<file path="config.mk">
export PLATFORM = sky130hd
export DESIGN_NAME = fp_add_sched
export DESIGN_NICKNAME = d
export VERILOG_FILES = /design/src/rtl/fp_add_sched.sv
export SDC_FILE = /design/constraint.sdc
export NUM_CORES = 1
export LEC_CHECK = 0
export CORE_AREA = 2 2 104 106
export CTS_CLUSTER_SIZE = 8
export DETAILED_ROUTE_END_ITERATION = 10
export DIE_AREA = 0 0 106 108
export DONT_BUFFER_PORTS = 1
export GPL_ROUTABILITY_DRIVEN = 0
export MAX_ROUTING_LAYER = met4
export PLACE_DENSITY = 0.61
export SYNTH_ARGS = -nofsm -noshare
export SYNTH_HDL_FRONTEND = slang
export SYNTH_SLANG_ARGS = --single-unit
</file>
<file path="constraint.sdc">
create_clock -name i_clk -period 3.15 [get_ports i_clk]
set_input_delay 0.315 -clock i_clk [delete_from_list [all_inputs] [get_ports i_clk]]
set_output_delay 0.315 -clock i_clk [all_outputs]
set_load 0.005 [all_outputs]
</file>
<file path="src/rtl/fp_add_sched.sv">
// fp_add_sched: round-robin scheduler sharing one FP add datapath between two
// requesters, with a fixed multicycle settle window and a tagged response.
//
// Ports:
//   i_clk, i_rst_n              clock, async active-low reset
//   i_req0_* / o_req0_ready     requester 0 valid/ready and operands a/b
//   i_req1_* / o_req1_ready     requester 1 valid/ready and operands a/b
//   o_dp_a, o_dp_b, o_dp_en     registered operands and live flag to the adder
//   i_dp_n                      packed result word from the adder
//   o_rsp_valid, i_rsp_ready    response handshake
//   o_rsp_data, o_rsp_id        captured result and issuing requester id
//   o_busy                      high whenever the FSM is not idle
module fp_add_sched #(
    parameter int EXEC_CYCLES = 2,
    parameter int CNT_W       = 4
) (
    input  logic        i_clk,
    input  logic        i_rst_n,
    input  logic        i_req0_valid,
    output logic        o_req0_ready,
    input  logic [31:0] i_req0_a,
    input  logic [31:0] i_req0_b,
    input  logic        i_req1_valid,
    output logic        o_req1_ready,
    input  logic [31:0] i_req1_a,
    input  logic [31:0] i_req1_b,
    output logic [31:0] o_dp_a,
    output logic [31:0] o_dp_b,
    output logic        o_dp_en,
    input  logic [31:0] i_dp_n,
    output logic        o_rsp_valid,
    input  logic        i_rsp_ready,
    output logic [31:0] o_rsp_data,
    output logic        o_rsp_id,
    output logic        o_busy
);

    if (EXEC_CYCLES < 1 || EXEC_CYCLES > 15) begin : g_bad_exec
        $error("fp_add_sched: EXEC_CYCLES must be in 1..15");
    end

    if ((64'd1 << CNT_W) <= 64'(EXEC_CYCLES)) begin : g_bad_cnt
        $error("fp_add_sched: CNT_W too narrow for EXEC_CYCLES");
    end

    typedef enum logic [1:0] {
        S_IDLE,
        S_EXEC,
        S_RESP
    } state_t;

    state_t             r_state;
    logic               r_ptr;
    logic [CNT_W-1:0]   r_cnt;
    logic               r_id;
    logic [31:0]        r_dp_a;
    logic [31:0]        r_dp_b;
    logic               r_dp_en;
    logic               r_rsp_valid;
    logic [31:0]        r_rsp_data;
    logic               r_rsp_id;

    logic               w_idle;
    logic               w_gnt0;
    logic               w_gnt1;

    // A lone valid requester always wins; on contention the pointer decides.
    assign w_idle = (r_state == S_IDLE);
    assign w_gnt0 = i_req0_valid & (~i_req1_valid | ~r_ptr);
    assign w_gnt1 = i_req1_valid & (~i_req0_valid |  r_ptr);

    assign o_req0_ready = w_idle & w_gnt0;
    assign o_req1_ready = w_idle & w_gnt1;

    assign o_dp_a      = r_dp_a;
    assign o_dp_b      = r_dp_b;
    assign o_dp_en     = r_dp_en;
    assign o_rsp_valid = r_rsp_valid;
    assign o_rsp_data  = r_rsp_data;
    assign o_rsp_id    = r_rsp_id;
    assign o_busy      = ~w_idle;

    always_ff @(posedge i_clk or negedge i_rst_n) begin
        if (!i_rst_n) begin
            r_state     <= S_IDLE;
            r_ptr       <= 1'b0;
            r_cnt       <= '0;
            r_id        <= 1'b0;
            r_dp_a      <= '0;
            r_dp_b      <= '0;
            r_dp_en     <= 1'b0;
            r_rsp_valid <= 1'b0;
            r_rsp_data  <= '0;
            r_rsp_id    <= 1'b0;
        end else begin
            unique case (r_state)
                S_IDLE: begin
                    if (w_gnt0 | w_gnt1) begin
                        r_dp_a  <= w_gnt1 ? i_req1_a : i_req0_a;
                        r_dp_b  <= w_gnt1 ? i_req1_b : i_req0_b;
                        r_id    <= w_gnt1;
                        // Favour the loser next time.
                        r_ptr   <= ~w_gnt1;
                        r_cnt   <= CNT_W'(EXEC_CYCLES - 1);
                        r_dp_en <= 1'b1;
                        r_state <= S_EXEC;
                    end
                end
                S_EXEC: begin
                    if (r_cnt != '0) begin
                        r_cnt <= r_cnt - 1'b1;
                    end else begin
                        // Operands have settled for EXEC_CYCLES edges.
                        r_rsp_data  <= i_dp_n;
                        r_rsp_id    <= r_id;
                        r_rsp_valid <= 1'b1;
                        r_dp_en     <= 1'b0;
                        r_state     <= S_RESP;
                    end
                end
                S_RESP: begin
                    if (i_rsp_ready) begin
                        r_rsp_valid <= 1'b0;
                        r_state     <= S_IDLE;
                    end
                end
                default: begin
                    r_state <= S_IDLE;
                end
            endcase
        end
    end

endmodule
</file>
==> run_summary.xml <==
<?xml version="1.0" encoding="UTF-8"?>
<metrics>
  <group name="power">
    <metric name="portion_of_total_power_attributed_to_the_clock_network" unit="%">15.3</metric>
    <metric name="pwr-share-comb" unit="%">33.4</metric>
    <metric name="netSwitchingFraction" unit="%">37.0</metric>
    <metric name="netSwitchingPower" unit="mW">1.92</metric>
    <metric name="powerDensity" unit="mW/mm2">1030</metric>
    <metric name="vdd_ir_drop_max" unit="V">0.000372</metric>
    <metric name="power.internal" unit="mW">3.27</metric>
    <metric name="static-leakage-power" unit="nW">2.05</metric>
    <metric name="design_power_total" unit="mW">5.19</metric>
    <metric name="seqPwrFrac" unit="%">51.3</metric>
  </group>
  <group name="route">
    <metric name="vias_per_cell" unit="">6.48</metric>
    <metric name="firstDrtPassIters" unit="">4</metric>
    <metric name="drt.antenna.violating_nets" unit="">0</metric>
    <metric name="detail_route.wl_per_cell" unit="um">23.1</metric>
    <metric name="drtIter0Drc" unit="">189</metric>
    <metric name="vias" unit="">3459</metric>
    <metric name="drc_errors" unit="">0</metric>
    <metric name="postRouteWirelength" unit="um">12400</metric>
  </group>
  <group name="critical_path">
    <metric name="path_class" unit="">flip-flop to output pin</metric>
    <metric name="critPathMaxFanout" unit="">66</metric>
    <metric name="max_stage_delay" unit="ns">0.55</metric>
    <metric name="critPathTopFamily" unit="">buffers and inverters</metric>
    <metric name="cp.arrival" unit="ns">1.74</metric>
    <metric name="cp_data_required_time" unit="ns">2.83</metric>
    <metric name="crit_buf_inv" unit="">2</metric>
    <metric name="critical_path.cell_chain" unit="">nor2_4, buf_4, inv_1</metric>
    <metric name="setup.worst_path.end_class" unit="">output pin</metric>
    <metric name="startpoint_type" unit="">flip-flop</metric>
    <metric name="cpMaxStageDelayCell" unit="">sky130_fd_sc_hd__buf_4</metric>
  </group>
  <group name="global_routing">
    <metric name="total_congestion_overflow_after_global_routing" unit="">0</metric>
    <metric name="met2_track_demand_over_resource_in_global_routing" unit="%">35.3</metric>
    <metric name="number_of_global_route_vias_before_repair" unit="">3568</metric>
    <metric name="first_pass_grt_wire_length" unit="um">19100</metric>
    <metric name="grt_max_degree" unit="">108</metric>
    <metric name="grt_busiest_layer" unit="">met2</metric>
    <metric name="global_route.usage.met3" unit="%">4.16</metric>
    <metric name="grt_antenna_before_repair" unit="">0</metric>
    <metric name="grt_use_total" unit="%">22.0</metric>
    <metric name="groute.layer.met1.usage" unit="%">27.7</metric>
  </group>
  <group name="synth">
    <metric name="yosys.cell_types.count" unit="">37</metric>
    <metric name="simple_gate_fraction_of_synth_area" unit="%">6.23</metric>
    <metric name="synth-adder-area-share" unit="%">0.517</metric>
    <metric name="synth_nets" unit="">584</metric>
    <metric name="synth.yosys.warnings" unit="">0</metric>
    <metric name="syn-instance-count" unit="">417</metric>
    <metric name="synth_compound_area_share" unit="%">24.3</metric>
    <metric name="synth_area_per_cell" unit="um2">11.6</metric>
    <metric name="synth.yosys.seq_area_share" unit="%">55.4</metric>
    <metric name="synth-seq-cells" unit="">107</metric>
    <metric name="syn-cell-area" unit="mm2">0.00484</metric>
    <metric name="combinational_family_with_the_most_area_after_synthesis" unit="">compound AO/OA/AOI/OAI gates</metric>
    <metric name="synth.mux.area_fraction" unit="%">8.07</metric>
    <metric name="yosys.area_share.xor_xnor" unit="%">0</metric>
  </group>
  <group name="sta">
    <metric name="min_period_over_period" unit="%">65.1</metric>
    <metric name="slew_violations" unit="">0</metric>
    <metric name="whs" unit="ns">0.0368</metric>
    <metric name="timing.slew.headroom" unit="%">46.2</metric>
    <metric name="timing_worst_slew_pin_value" unit="ns">0.806</metric>
    <metric name="rsz0062_at_grt" unit="">no</metric>
    <metric name="report.final.hold_viol_count" unit="">0</metric>
    <metric name="worst_slack" unit="ns">1.10</metric>
    <metric name="timing.final.setup_violations" unit="">0</metric>
    <metric name="fmax" unit="MHz">488</metric>
    <metric name="fin_setup_tns" unit="ns">0</metric>
    <metric name="clock_skew" unit="ns">0.00610</metric>
    <metric name="period_needed" unit="ns">2.05</metric>
  </group>
  <group name="floorplanning">
    <metric name="initial_utilization" unit="%">47.3</metric>
    <metric name="chip_width" unit="um">106</metric>
    <metric name="die_height" unit="um">108</metric>
    <metric name="floorplan.die_area" unit="mm2">0.0114</metric>
    <metric name="fp-row-count" unit="">37</metric>
    <metric name="core-area" unit="mm2">0.0102</metric>
    <metric name="num_io_pins" unit="">267</metric>
  </group>
  <group name="finish">
    <metric name="area_delta_synth_final" unit="%">3.88</metric>
    <metric name="num_antenna_cells" unit="">0</metric>
    <metric name="instances_no_fill" unit="">534</metric>
    <metric name="utilization" unit="%">49.1</metric>
    <metric name="stdcell_area" unit="mm2">0.00502</metric>
    <metric name="final_net_count" unit="">560</metric>
    <metric name="drive_gt1_share" unit="%">15.1</metric>
  </group>
  <group name="cts">
    <metric name="cts-root-buf" unit="">sky130_fd_sc_hd__clkbuf_8</metric>
    <metric name="clk-insertion-delay-late" unit="ns">0.37</metric>
    <metric name="cts_tree" unit="">built</metric>
    <metric name="cts_made_buffers" unit="">9</metric>
    <metric name="cts_num_sinks" unit="">107</metric>
    <metric name="clk_pin_slew_worst_paths" unit="ns">0.09</metric>
    <metric name="ctsLongestPathBuffers" unit="">2</metric>
    <metric name="cts_setup_buffers" unit="">0</metric>
    <metric name="cts-htree-levels" unit="">3</metric>
  </group>
  <group name="place">
    <metric name="dp_slack" unit="ns">1.15</metric>
    <metric name="io_buffer_count" unit="">0</metric>
    <metric name="place_hpwl" unit="um">8110</metric>
    <metric name="dp_cells" unit="">516</metric>
    <metric name="placed_cell_area" unit="mm2">0.00481</metric>
  </group>
  <group name="outcome">
    <metric name="outcome" unit="">completed</metric>
  </group>
  <group name="run">
    <metric name="drv.max_cap_violation_count" unit="">0</metric>
  </group>
  <group name="hold_path">
    <metric name="min-delay-path-class" unit="">input pin to flip-flop</metric>
  </group>
</metrics>
-- synth_stat cells --
master	n	share of area [%]
sky130_fd_sc_hd__a211o_1	1	0.18
sky130_fd_sc_hd__a211oi_1	1	0.16
sky130_fd_sc_hd__a21boi_0	33	5.1
sky130_fd_sc_hd__a21o_1	2	0.31
sky130_fd_sc_hd__a21oi_1	33	3.4
sky130_fd_sc_hd__a221o_1	33	6.8
sky130_fd_sc_hd__a22o_1	2	0.36
sky130_fd_sc_hd__a31oi_1	31	4.0
sky130_fd_sc_hd__and2_1	1	0.13
sky130_fd_sc_hd__and2b_1	1	0.16
sky130_fd_sc_hd__and3_1	2	0.26
sky130_fd_sc_hd__buf_2	11	1.1
sky130_fd_sc_hd__buf_4	2	0.31
sky130_fd_sc_hd__buf_6	8	1.9
sky130_fd_sc_hd__clkbuf_1	21	1.6
sky130_fd_sc_hd__dfrtp_1	107	55
sky130_fd_sc_hd__ha_1	2	0.52
sky130_fd_sc_hd__inv_1	7	0.54
sky130_fd_sc_hd__inv_2	1	0.078
sky130_fd_sc_hd__mux2_2	32	7.4
sky130_fd_sc_hd__mux2_4	2	0.62
sky130_fd_sc_hd__nand2_1	3	0.23
sky130_fd_sc_hd__nand2_4	1	0.23
sky130_fd_sc_hd__nand2b_1	1	0.13
sky130_fd_sc_hd__nand3_1	32	3.3
sky130_fd_sc_hd__nor2_1	1	0.078
sky130_fd_sc_hd__nor2_4	1	0.23
sky130_fd_sc_hd__nor2b_1	2	0.26
sky130_fd_sc_hd__nor3_1	3	0.31
sky130_fd_sc_hd__nor3b_1	1	0.16
sky130_fd_sc_hd__nor3b_4	1	0.39
sky130_fd_sc_hd__o21ai_0	33	3.4
sky130_fd_sc_hd__o22a_1	1	0.18
sky130_fd_sc_hd__o22ai_1	1	0.13
sky130_fd_sc_hd__o31ai_1	1	0.16
sky130_fd_sc_hd__or2_4	1	0.18
sky130_fd_sc_hd__or3b_2	1	0.18
-- power groups by stage --
stage                     clock network (mW)  logic, mW  registers, mW
final                                  0.795       1.73           2.67
after global routing                   0.877       1.96           2.74
after CTS                              0.825       1.74           2.67
after detailed placement                   0       1.71           2.69
after global placement                     0       1.64           2.69
after floorplan                            0       1.54           2.48
-- worst reg2reg max path, cell delays in order, from the launching register on --
cell                      delay (ns)
sky130_fd_sc_hd__dfrtp_1        0.51
sky130_fd_sc_hd__nor2_4         0.16
sky130_fd_sc_hd__buf_4          0.55
sky130_fd_sc_hd__and2_1         0.22
sky130_fd_sc_hd__buf_4          0.32
sky130_fd_sc_hd__a31oi_1        0.14
-- registers in the layout, indices dropped and copies added, names as in the netlist --
| signal | flops |
|---|---|
| o_dp_a | 32 |
| o_dp_b | 32 |
| o_dp_en | 1 |
| o_rsp_data | 32 |
| o_rsp_id | 1 |
| o_rsp_valid | 1 |
| r_cnt | 4 |
| r_id | 1 |
| r_ptr | 1 |
| r_state | 2 |
-- layer usage --
layer | vias up | share of wire, % | wire length [um]
met5 | - | 0 | 0
met4 | 0 | 1.7 | 216
met3 | 16 | 8.3 | 1020
met2 | 207 | 50 | 6210
met1 | 1714 | 40 | 4910
li1 | 1522 | - | -
-- placed cells by master, fill, tap and decap left out, types with 3 or more instances in the layout --
cell / synthesis / final
sky130_fd_sc_hd__a21boi_0: 33 / 33
sky130_fd_sc_hd__a21oi_1: 33 / 33
sky130_fd_sc_hd__a221o_1: 33 / 33
sky130_fd_sc_hd__a31oi_1: 31 / 31
sky130_fd_sc_hd__buf_4: 2 / 5
sky130_fd_sc_hd__clkbuf_8: 0 / 11
sky130_fd_sc_hd__clkinvlp_4: 0 / 3
sky130_fd_sc_hd__dfrtp_1: 107 / 107
sky130_fd_sc_hd__inv_1: 7 / 7
sky130_fd_sc_hd__mux2_2: 32 / 32
sky130_fd_sc_hd__nand2_1: 3 / 3
sky130_fd_sc_hd__nand3_1: 32 / 32
sky130_fd_sc_hd__nor3_1: 3 / 3
sky130_fd_sc_hd__o21ai_0: 33 / 33
-- path summary, 6_finish.rpt --
path	start	to	slack, ns	depth (start not counted)
setup / recovery	r_state[0]	o_busy	1.10	3
hold / removal	i_rsp_ready	r_state[1]	0.04	1
setup reg to reg	r_state[0]	o_dp_a[14]	1.11	5
hold reg to reg	r_id	o_rsp_id	0.53	1
max in group asynchronous	i_rst_n	o_dp_b[30]	2.17	2
min in group asynchronous	i_rst_n	o_rsp_data[27]	0.52	2
-- cells by family (layout without fill, tap and decap cells) --
family | Yosys count | in the layout
DFF | 107 | 107
adders and majority gates | 2 | 2
muxes | 34 | 34
AOI/OAI and AO/OA | 172 | 172
and+or+nand+nor | 52 | 52
buffers and inverters | 50 | 31
-- repair_timing --
| item | 4_1_cts | 5_1_grt |
|---|---|---|
| endpoints found under the hold margin | 107 | 0 |
| resized for setup | 0 | 0 |
| hold buffers | 2 | 0 |
-- area by class of cell --
cell class	count	area, um2
inverters	8	30.0
multi-input cells	260	1890
flip-flops and latches	107	2680
repair buffers	7	75.1
clock inverters	3	22.5
fillers	926	5210
clock buffers	13	159
well taps	136	170
(Power assumes the default switching activity.)
